[src/rtl/serial_borrow_subtractor_16bit.sv]
// ---------------------------------------------------------------------------
// serial_borrow_subtractor_16bit
//
// Bit-serial ripple-borrow subtractor: diff = in1 - in2 - b_in, one bit per
// clock, LSB first. A start pulse in IDLE captures the operands. WIDTH shift
// cycles follow, then a single-cycle done pulse. The results stay valid
// until the next operation finishes.
//
// Ports
//   clk    : rising-edge clock
//   rst_n  : asynchronous active-low reset (aborts any operation)
//   start  : request, sampled only in IDLE
//   in1    : minuend, captured on the accepted start edge
//   in2    : subtrahend, captured on the accepted start edge
//   b_in   : borrow in, captured on the accepted start edge
//   busy   : high while in SHIFT or DONE
//   done   : one-cycle pulse marking the first cycle of a new valid result
//   diff   : difference modulo 2^WIDTH
//   b_out  : borrow out of the MSB (unsigned in1 < in2 + b_in)
//   ovf    : signed overflow (borrow into MSB xor borrow out of MSB)
// ---------------------------------------------------------------------------
module serial_borrow_subtractor_16bit #(
    parameter int WIDTH = 16
) (
    input  logic             clk,
    input  logic             rst_n,
    input  logic             start,
    input  logic [WIDTH-1:0] in1,
    input  logic [WIDTH-1:0] in2,
    input  logic             b_in,
    output logic             busy,
    output logic             done,
    output logic [WIDTH-1:0] diff,
    output logic             b_out,
    output logic             ovf
);

    localparam int CNT_W = $clog2(WIDTH) + 1;

    typedef enum logic [1:0] {
        ST_IDLE  = 2'd0,
        ST_SHIFT = 2'd1,
        ST_DONE  = 2'd2
    } state_t;

    // Full-subtractor borrow: a - b - bi needs a borrow from the next bit.
    function automatic logic borrow_next(input logic a, input logic b, input logic bi);
        return (~a & b) | (~(a ^ b) & bi);
    endfunction

    state_t             state_r;
    state_t             state_s;

    logic [WIDTH-1:0]   a_r;
    logic [WIDTH-1:0]   b_r;
    // Holds the WIDTH-1 result bits produced so far. The final bit is merged
    // in directly on the finishing edge.
    logic [WIDTH-2:0]   dsr_r;
    logic               br_r;
    logic [CNT_W-1:0]   cnt_r;

    logic [WIDTH-1:0]   diff_r;
    logic               b_out_r;
    logic               ovf_r;
    logic               busy_r;
    logic               done_r;

    logic               busy_s;
    logic               done_s;
    logic               last_bit_s;
    logic               res_bit_s;
    logic               br_next_s;
    logic [WIDTH-1:0]   dsr_ext_s;

    // Bit-slice arithmetic on the current LSBs of the operand shift registers.
    always_comb begin
        res_bit_s  = a_r[0] ^ b_r[0] ^ br_r;
        br_next_s  = borrow_next(a_r[0], b_r[0], br_r);
        last_bit_s = (cnt_r == CNT_W'(WIDTH - 1));
        // The new bit enters at the MSB side. After WIDTH shifts, the bit
        // from step i sits at index i.
        dsr_ext_s  = {res_bit_s, dsr_r};
    end

    // State register.
    always_ff @(posedge clk or negedge rst_n) begin
        if (!rst_n) begin
            state_r <= ST_IDLE;
        end else begin
            state_r <= state_s;
        end
    end

    // Next-state logic.
    always_comb begin
        state_s = state_r;
        case (state_r)
            ST_IDLE: begin
                if (start) begin
                    state_s = ST_SHIFT;
                end else begin
                    state_s = ST_IDLE;
                end
            end
            ST_SHIFT: begin
                if (last_bit_s) begin
                    state_s = ST_DONE;
                end else begin
                    state_s = ST_SHIFT;
                end
            end
            ST_DONE: begin
                state_s = ST_IDLE;
            end
            default: begin
                state_s = ST_IDLE;
            end
        endcase
    end

    // Output decode, computed from the next state so busy/done are registered.
    always_comb begin
        busy_s = 1'b0;
        done_s = 1'b0;
        case (state_s)
            ST_IDLE: begin
                busy_s = 1'b0;
                done_s = 1'b0;
            end
            ST_SHIFT: begin
                busy_s = 1'b1;
                done_s = 1'b0;
            end
            ST_DONE: begin
                busy_s = 1'b1;
                done_s = 1'b1;
            end
            default: begin
                busy_s = 1'b0;
                done_s = 1'b0;
            end
        endcase
    end

    // Registered handshake outputs.
    always_ff @(posedge clk or negedge rst_n) begin
        if (!rst_n) begin
            busy_r <= 1'b0;
            done_r <= 1'b0;
        end else begin
            busy_r <= busy_s;
            done_r <= done_s;
        end
    end

    // Operand capture, serial datapath and final result registers.
    always_ff @(posedge clk or negedge rst_n) begin
        if (!rst_n) begin
            a_r     <= {WIDTH{1'b0}};
            b_r     <= {WIDTH{1'b0}};
            dsr_r   <= {(WIDTH-1){1'b0}};
            br_r    <= 1'b0;
            cnt_r   <= {CNT_W{1'b0}};
            diff_r  <= {WIDTH{1'b0}};
            b_out_r <= 1'b0;
            ovf_r   <= 1'b0;
        end else begin
            case (state_r)
                ST_IDLE: begin
                    if (start) begin
                        a_r   <= in1;
                        b_r   <= in2;
                        dsr_r <= {(WIDTH-1){1'b0}};
                        br_r  <= b_in;
                        cnt_r <= {CNT_W{1'b0}};
                    end
                end
                ST_SHIFT: begin
                    a_r   <= a_r >> 1;
                    b_r   <= b_r >> 1;
                    dsr_r <= dsr_ext_s[WIDTH-1:1];
                    br_r  <= br_next_s;
                    cnt_r <= cnt_r + CNT_W'(1);
                    if (last_bit_s) begin
                        // br_r is the borrow into the MSB and br_next_s is
                        // the borrow out. Their xor is the signed overflow.
                        diff_r  <= dsr_ext_s;
                        b_out_r <= br_next_s;
                        ovf_r   <= br_r ^ br_next_s;
                    end
                end
                ST_DONE: begin
                    cnt_r <= {CNT_W{1'b0}};
                end
                default: begin
                    cnt_r <= {CNT_W{1'b0}};
                end
            endcase
        end
    end

    assign busy  = busy_r;
    assign done  = done_r;
    assign diff  = diff_r;
    assign b_out = b_out_r;
    assign ovf   = ovf_r;

endmodule

[config.mk]
export PLATFORM = sky130hd
export DESIGN_NAME = serial_borrow_subtractor_16bit
export DESIGN_NICKNAME = d
export VERILOG_FILES = /design/src/rtl/serial_borrow_subtractor_16bit.sv
export SDC_FILE = /design/constraint.sdc
export NUM_CORES = 1
export LEC_CHECK = 0
export ABC_AREA = 1
export CORE_AREA = 2 2 137 72
export DETAILED_ROUTE_END_ITERATION = 12
export DIE_AREA = 0 0 139 74
export PLACE_DENSITY = 0.68
export SYNTH_ARGS = -nofsm -noshare
export SYNTH_HDL_FRONTEND = slang
export SYNTH_SLANG_ARGS = --single-unit
[constraint.sdc]
create_clock -name clk -period 2.75 [get_ports clk]
set_clock_uncertainty 0.05 [all_clocks]
set_input_delay 0.275 -clock clk [delete_from_list [all_inputs] [get_ports clk]]
set_output_delay 0.275 -clock clk [all_outputs]
set_load 0.02 [all_outputs]
==> results of run 1 <==
-- worst paths after layout --
kind	start	to	depth (start not counted)	slack, ns
setup / recovery	cnt_r[0]	busy	8	0.86
hold / removal	rst_n	b_r[4]	1	0.03
setup reg to reg	cnt_r[0]	busy	8	0.86
hold reg to reg	a_r[15]	a_r[15]	2	0.43
max in group asynchronous	rst_n	done	1	2.02
min in group clk	a_r[15]	a_r[15]	2	0.43
-- cell usage in the layout (no fill, tap or decap) --
cell type	instances
nand2_1	94
dfrtp_1	75
nand3_1	68
clkdlybuf4s50_1	54
inv_1	26
o21ai_1	17
o22ai_1	16
clkbuf_16	9
buf_4	7
nor2_1	6
ha_1	3
a21oi_1	2
o21ai_0	2
bufinv_16	2
inv_2	1
nor2_4	1
nand2_4	1
o21ai_2	1
nor2_2	1
nand4_1	1
xor2_1	1
fa_1	1
inv_6	1
clkinvlp_4	1
clkinv_4	1
clkinv_2	1
-- final cells by class --
class | count | share of cell area
Timing Repair Buffer | 61 | 0.146
Sequential cell | 75 | 0.461
Tap cell | 121 | 0.0372
Clock inverter | 6 | 0.0221
Inverter | 27 | 0.0249
Multi-Input combinational cell | 215 | 0.253
Clock buffer | 9 | 0.0554
-- power groups by stage --
stage	Clock, mW	Combinational (mW)	Sequential (mW)
2_1_floorplan	0	1.06	1.88
3_3_place_gp	0	1.65	1.78
3_5_place_dp	0	1.70	1.79
4_1_cts	1.27	1.70	1.78
5_1_grt	1.31	1.90	1.83
6_report	1.24	1.68	1.78
-- flip-flops by register name, indices dropped and copies added (netlist names) --
signal,count
diff,16
dsr_r,15
ovf,1
b_out,1
br_r,1
busy,1
done,1
b_r,16
state_r,2
a_r,16
cnt_r,5
-- critical path, stage by stage, from the launching register on --
cell	delay (ns)
dfrtp_1	0.41
ha_1	0.22
nand2_1	0.08
nor2_1	0.05
ha_1	0.22
nand2_4	0.30
inv_1	0.11
ha_1	0.29
inv_1	0.03
-- kinds of logic (layout without fill, tap and decap cells) --
logic type | Yosys count | count (layout)
buffers and inverters | 45 | 103
flip-flops | 75 | 75
AO/OA/AOI/OAI | 38 | 38
AND/OR/NAND/NOR | 172 | 172
adder cells (fa/ha/maj) | 4 | 4
XOR/XNOR | 1 | 1
-- stage by stage --
stage / setup slack, ns / instance area (um2) / utilization / total power [mW]
finish: 0.864 / 4070 / 0.445 / 4.70
CTS: 0.849 / 4070 / 0.445 / 4.75
floorplan: 1.08 / 3120 / - / 2.93
global route: 0.712 / 4070 / 0.445 / 5.04
detailed placement: 0.855 / 3750 / 0.411 / 3.49
global placement: 0.928 / 3750 / 0.411 / 3.44
-- per-layer routing --
| layer | up-vias | global-route usage | wire length, um |
|---|---|---|---|
| li1 | 1218 | - | - |
| met1 | 1122 | 0.192 | 3400 |
| met2 | 53 | 0.193 | 2630 |
| met3 | 11 | 0.0554 | 457 |
| met4 | 0 | 0.0673 | 121 |
| met5 | - | 0 | 0 |
==> reports/qor.csv, run 1 <==
stage,metric,value,unit
outcome,run_status,"complete, no violations",
route,routedWlPerCell,12.9,um
cells_and_area,fin_cells,514,
setup_path,cp-start-kind,flip-flop,
timing,tns,0,ns
floorplan,dieWidth,139,um
place,dp_hpwl,4360,um
power_and_ir_drop,sequentialPowerShare,0.378,
power_and_ir_drop,internal-power,3.02,mW
clocking,cts_resized,0,
place,gp_congestion,0.759,
floorplan,ios,56,
timing,worst_pin_slew,0.921,ns
route,totalWireLength,6610,um
synth,synth_area_leader_cell,dfrtp_1,
route,drcViolationCount,0,
flow_run,maxCapViolations,0,
power_and_ir_drop,combPwrFrac,0.357,
synth,synth-simple-area-share,0.240,
clocking,post-cts-setup-buffers,0,
setup_path,endpoint_kind,flip-flop,
synth,synth-compound-area-share,0.0686,
route,drt_pass1_iterations,4,
synth,synthMuxAreaShare,0,
timing,fin_crit,1.89,ns
synth,avgSynthCellArea,9.31,um2
floorplan,floorplan.die_area,10300,um2
clocking,clock_latency,0.33,ns
timing,final-setup-viol-count,0,
synth,yosysWarnings,0,
global_route,grt_antenna_before_repair,0,
cells_and_area,fin_nets,429,
floorplan,start_util,0.342,
power_and_ir_drop,power_density,1150,nW/um2
cells_and_area,num-fill-cells,851,
global_route,grt_pass1_vias,2304,
synth,synth_common_cells,"nand2_1, dfrtp_1, nand3_1",
clocking,cts.sinks,75,
synth,synth_edf_count,0,
synth,synth_top_family_by_area,simple AND/OR/NAND/NOR gates,
synth,synth_top_cell_area_share,0.602,
setup_path,worstSetupPathType,flip-flop to flip-flop,
clocking,clk_pin_slew,0.06,ns
cells_and_area,multi_input_area,1030,um2
clocking,htreeDepth,3,
cells_and_area,layout-drive-gt1-share,0.0687,
hold_path,hp-class,input pin to asynchronous set/reset pin,
synth,synth.most_common_cell,nand2_1,
timing,finalHoldViolations,0,
place,place_inst,499,
global_route,grtUsageTotal,0.139,
floorplan,rows,25,
clocking,cts_inserted_buffers,9,
synth,ys_seq_area_frac,0.602,
synth,synthAdderAreaFrac,0.0185,
synth,syn_inst,335,
cells_and_area,regArea,1880,um2
cells_and_area,diodes,0,
synth,synth.area.top_cells,"dfrtp_1, nand2_1, nand3_1, o22ai_1, inv_1",
synth,ys_types,20,
power_and_ir_drop,power.switching,1.67,mW
clocking,cts_tree,yes,
synth,synthXorXnorAreaFrac,0.00281,
clocking,cts_root_buffer,clkbuf_16,
power_and_ir_drop,clkPwrFrac,0.264,
setup_path,required,2.93,ns
place,port_buffers,55,
power_and_ir_drop,power_leakage,1.91,nW
floorplan,core_area,9130,um2
synth,ys_ff_latch,75,
power_and_ir_drop,swShare,0.357,
timing,fin_crit_sh,0.686,
power_and_ir_drop,peakVddDrop,0.000592,V
synth,ys_async_sr_fraction,1.00,
route,vias,2404,
timing,worst_hold_slack,0.0287,ns
route,final_antenna_net_count,0,
clocking,cts_hold_buf,0,
setup_path,arrival,2.07,ns
setup_path,worst-path-max-fanout,37,
floorplan,die_y,74,um
clocking,clock_path_buffers,2,
timing,max_freq,0.530,GHz
synth,syn_area,3120,um2
global_route,grt-ovfl-total,0,
timing,rsz0062_at_grt,false,
cells_and_area,syn_to_final_growth,30.4,%
global_route,grt_pass1_wl,11200,um
synth,syn_nets,375,
route,vias_per_cell,4.68,
timing,slew_violations,0,
global_route,grt_max_degree,76,
timing,max_slew_margin,0.386,
synth,synth_ff_type,dfrtp_1,
route,drt_iter0_drc,198,
Note: power is estimated with default switching activity, not from simulation.
==> run 2, diff against run 1 <==
--- a/config.mk
+++ b/config.mk
@@ -9,7 +9,7 @@
 export CORE_AREA = 2 2 137 72
 export DETAILED_ROUTE_END_ITERATION = 12
 export DIE_AREA = 0 0 139 74
-export PLACE_DENSITY = 0.68
+export PLACE_DENSITY = 0.7
 export SYNTH_ARGS = -nofsm -noshare
 export SYNTH_HDL_FRONTEND = slang
 export SYNTH_SLANG_ARGS = --single-unit
==> constraint.sdc (replaced) <==
create_clock -name clk -period 1.6 [get_ports clk]
set_clock_uncertainty 0.05 [all_clocks]
set_input_delay 0.16 -clock clk [delete_from_list [all_inputs] [get_ports clk]]
set_output_delay 0.16 -clock clk [all_outputs]
set_load 0.02 [all_outputs]
==> reports/qor.csv, run 2 (synthesis results as in run 1) <==
stage,metric,value,unit,change
setup_path,cp-endpoint,busy,,
floorplan,floorplan.die_area,10300,um2,unchanged
route,final_antenna_net_count,0,,unchanged
clocking,clock_latency,0.33,ns,about the same
hold_path,hp-class,input pin to asynchronous set/reset pin,,
setup_path,crit_family,adder cells,,
route,drcViolationCount,0,,unchanged
power_and_ir_drop,peakVddDrop,0.000649,V,+9.5%
global_route,grt-ovfl-total,0,,unchanged
place,place_inst,505,,+1.2%
timing,fin_ws,0.0456,ns,-0.819 ns
floorplan,dieWidth,139,um,unchanged
setup_path,worst-path-max-fanout,2,,-95%
timing,max_slew_margin,0.716,,+0.330
setup_path,timing.rr.start,cnt_r[1],,
global_route,grt_pass1_wl,11200,um,+0.43%
place,dp_slack,0.00504,ns,-0.850 ns
clocking,cts_root_buffer,clkbuf_16,,
cells_and_area,layout_commonest_cell,nand2_1,,
timing,fin_crit_sh,0.971,,+0.286
cells_and_area,fin_cells,522,,+1.6%
route,routedWlPerCell,12.4,um,-3.7%
route,totalWireLength,6460,um,-2.2%
timing,fin_crit,1.55,ns,-0.331 ns
flow_run,maxCapViolations,0,,unchanged
global_route,grt_pass1_vias,2339,,+1.5%
floorplan,die_y,74,um,unchanged
setup_path,path_depth,8,,unchanged
setup_path,cp-start-kind,flip-flop,,
setup_path,rr_worst_depth,8,,unchanged
clocking,htreeDepth,3,,unchanged
route,drt_pass1_iterations,4,,unchanged
global_route,grt_antenna_before_repair,0,,unchanged
setup_path,endpoint_kind,flip-flop,,
clocking,cts.sinks,75,,unchanged
clocking,clk_pin_slew,0.06,ns,about the same
setup_path,required,1.78,ns,-1.15 ns
setup_path,crit_chain,ha_2 > nand2_2 > nor2_2 > ha_2 > a21oi_2 > inv_1 > ha_1 > inv_1,,
cells_and_area,final_cell_mix,"nand2_1, dfrtp_1, nand3_1",,
timing,rsz0062_at_grt,true,,
floorplan,rows,25,,unchanged
clocking,cts_tree,yes,,
setup_path,cp_slowest_cell,dfrtp_1,,
route,drt_iter0_drc,145,,-27%
setup_path,critPathMaxStageDelay,0.38,ns,-0.03 ns
clocking,clock_path_buffers,2,,unchanged
setup_path,r2r-end,busy,,
setup_path,cp_num_buf_inv,2,,unchanged
place,gp_congestion,0.745,,-1.9%
global_route,grt_max_degree,36,,-53%
clocking,post-cts-setup-buffers,0,,unchanged
setup_path,r2r_setup_slack,0.05,ns,-0.82 ns
clocking,cts_inserted_buffers,9,,unchanged
timing,tns,0,ns,unchanged
place,port_buffers,55,,unchanged
cells_and_area,layout-drive-gt1-share,0.0998,,+0.0310
floorplan,start_util,0.342,,unchanged
setup_path,cp-startpoint,cnt_r[1],,
cells_and_area,fin_nets,436,,+1.6%
place,dp_hpwl,4490,um,+3.0%
cells_and_area,syn_to_final_growth,36.4,%,
timing,finalHoldViolations,0,,unchanged
floorplan,core_area,9130,um2,unchanged
global_route,grtUsageTotal,0.141,,+0.00130
cells_and_area,diodes,0,,unchanged
outcome,run_status,"complete, no violations",,
power_and_ir_drop,power_leakage,2.00,nW,+4.4%
timing,worst_pin_slew,0.424,ns,-0.497 ns
timing,final-setup-viol-count,0,,unchanged
route,vias_per_cell,4.61,,-1.4%
floorplan,ios,56,,unchanged
timing,slew_violations,0,,unchanged
setup_path,arrival,1.73,ns,-0.34 ns
route,vias,2408,,+0.17%
timing,max_freq,0.643,GHz,+21%
setup_path,worstSetupPathType,flip-flop to flip-flop,,
power_and_ir_drop,power_density,2020,nW/um2,+75%
-- run 2: cell types whose count changed in the layout (fill, tap and decap cells not counted), sizes merged --
cell	change
buf	+6
bufinv	+2
clkbuf	+3
clkinv	-2
clkinvlp	-1
dlygate4sd3	+1
inv	-1
-- run 2: power by group --
group,internal (mW),switching (mW),total (mW)
Clock,1.77,0.729,2.49
Combinational,1.30,1.75,3.05
Sequential,2.66,0.379,3.03
Total,5.72,2.86,8.58
-- run 2: routing by layer --
metal  wire [um]  vias to the layer above  global-route usage
met5           0                        -                   0
met4          93                        0              0.0572
met3         404                       10              0.0605
met2        2680                       47               0.207
met1        3280                     1133               0.186
li1            -                     1218                   -
-- run 2: worst min-delay path by stage --
stage,from,to,slack [ns],cells past startpoint
3_3_place_gp,rst_n,diff[2],0.03,1
5_1_grt,rst_n,dsr_r[0],0.25,2
4_1_cts,rst_n,diff[2],0.23,2
6_report,rst_n,diff[2],0.22,2
2_1_floorplan,rst_n,a_r[0],-0.19,0
3_5_place_dp,rst_n,diff[2],0.04,1
-- run 2: cell type report --
class | count | area [um2]
fillers | 868 | 4880
flip-flops and latches | 75 | 1880
multi-input cells | 215 | 1050
repair buffers | 68 | 698
clock buffers | 12 | 256
well taps | 121 | 151
clock inverters | 4 | 120
inverters | 27 | 101
-- run 2: worst register-to-register path: stages (launching register included) --
cell and delay, ns:
dfrtp_1 0.38, ha_2 0.19, nand2_2 0.08, nor2_2 0.04
ha_2 0.20, a21oi_2 0.16, inv_1 0.06, ha_1 0.27
inv_1 0.03
-- run 2: through the flow --
stage / hold WS (ns) / instance area, um2 / total power [mW] / utilization
5_1_grt: 0.245 / 4250 / 9.23 / 0.466
2_1_floorplan: -0.186 / 3120 / 5.05 / -
3_3_place_gp: 0.0346 / 3850 / 6.02 / 0.422
4_1_cts: 0.230 / 4240 / 8.68 / 0.465
6_report: 0.224 / 4250 / 8.58 / 0.466
3_5_place_dp: 0.0410 / 3850 / 6.13 / 0.422
-- run 2: repair_timing --
action                                 4_1_cts  5_1_grt
endpoints found under the hold margin       24        0
resized for setup                            1        5
setup endpoints to repair                    1       16
hold buffers                                 1        0
pin swaps                                    0        2
cloned                                       0        0
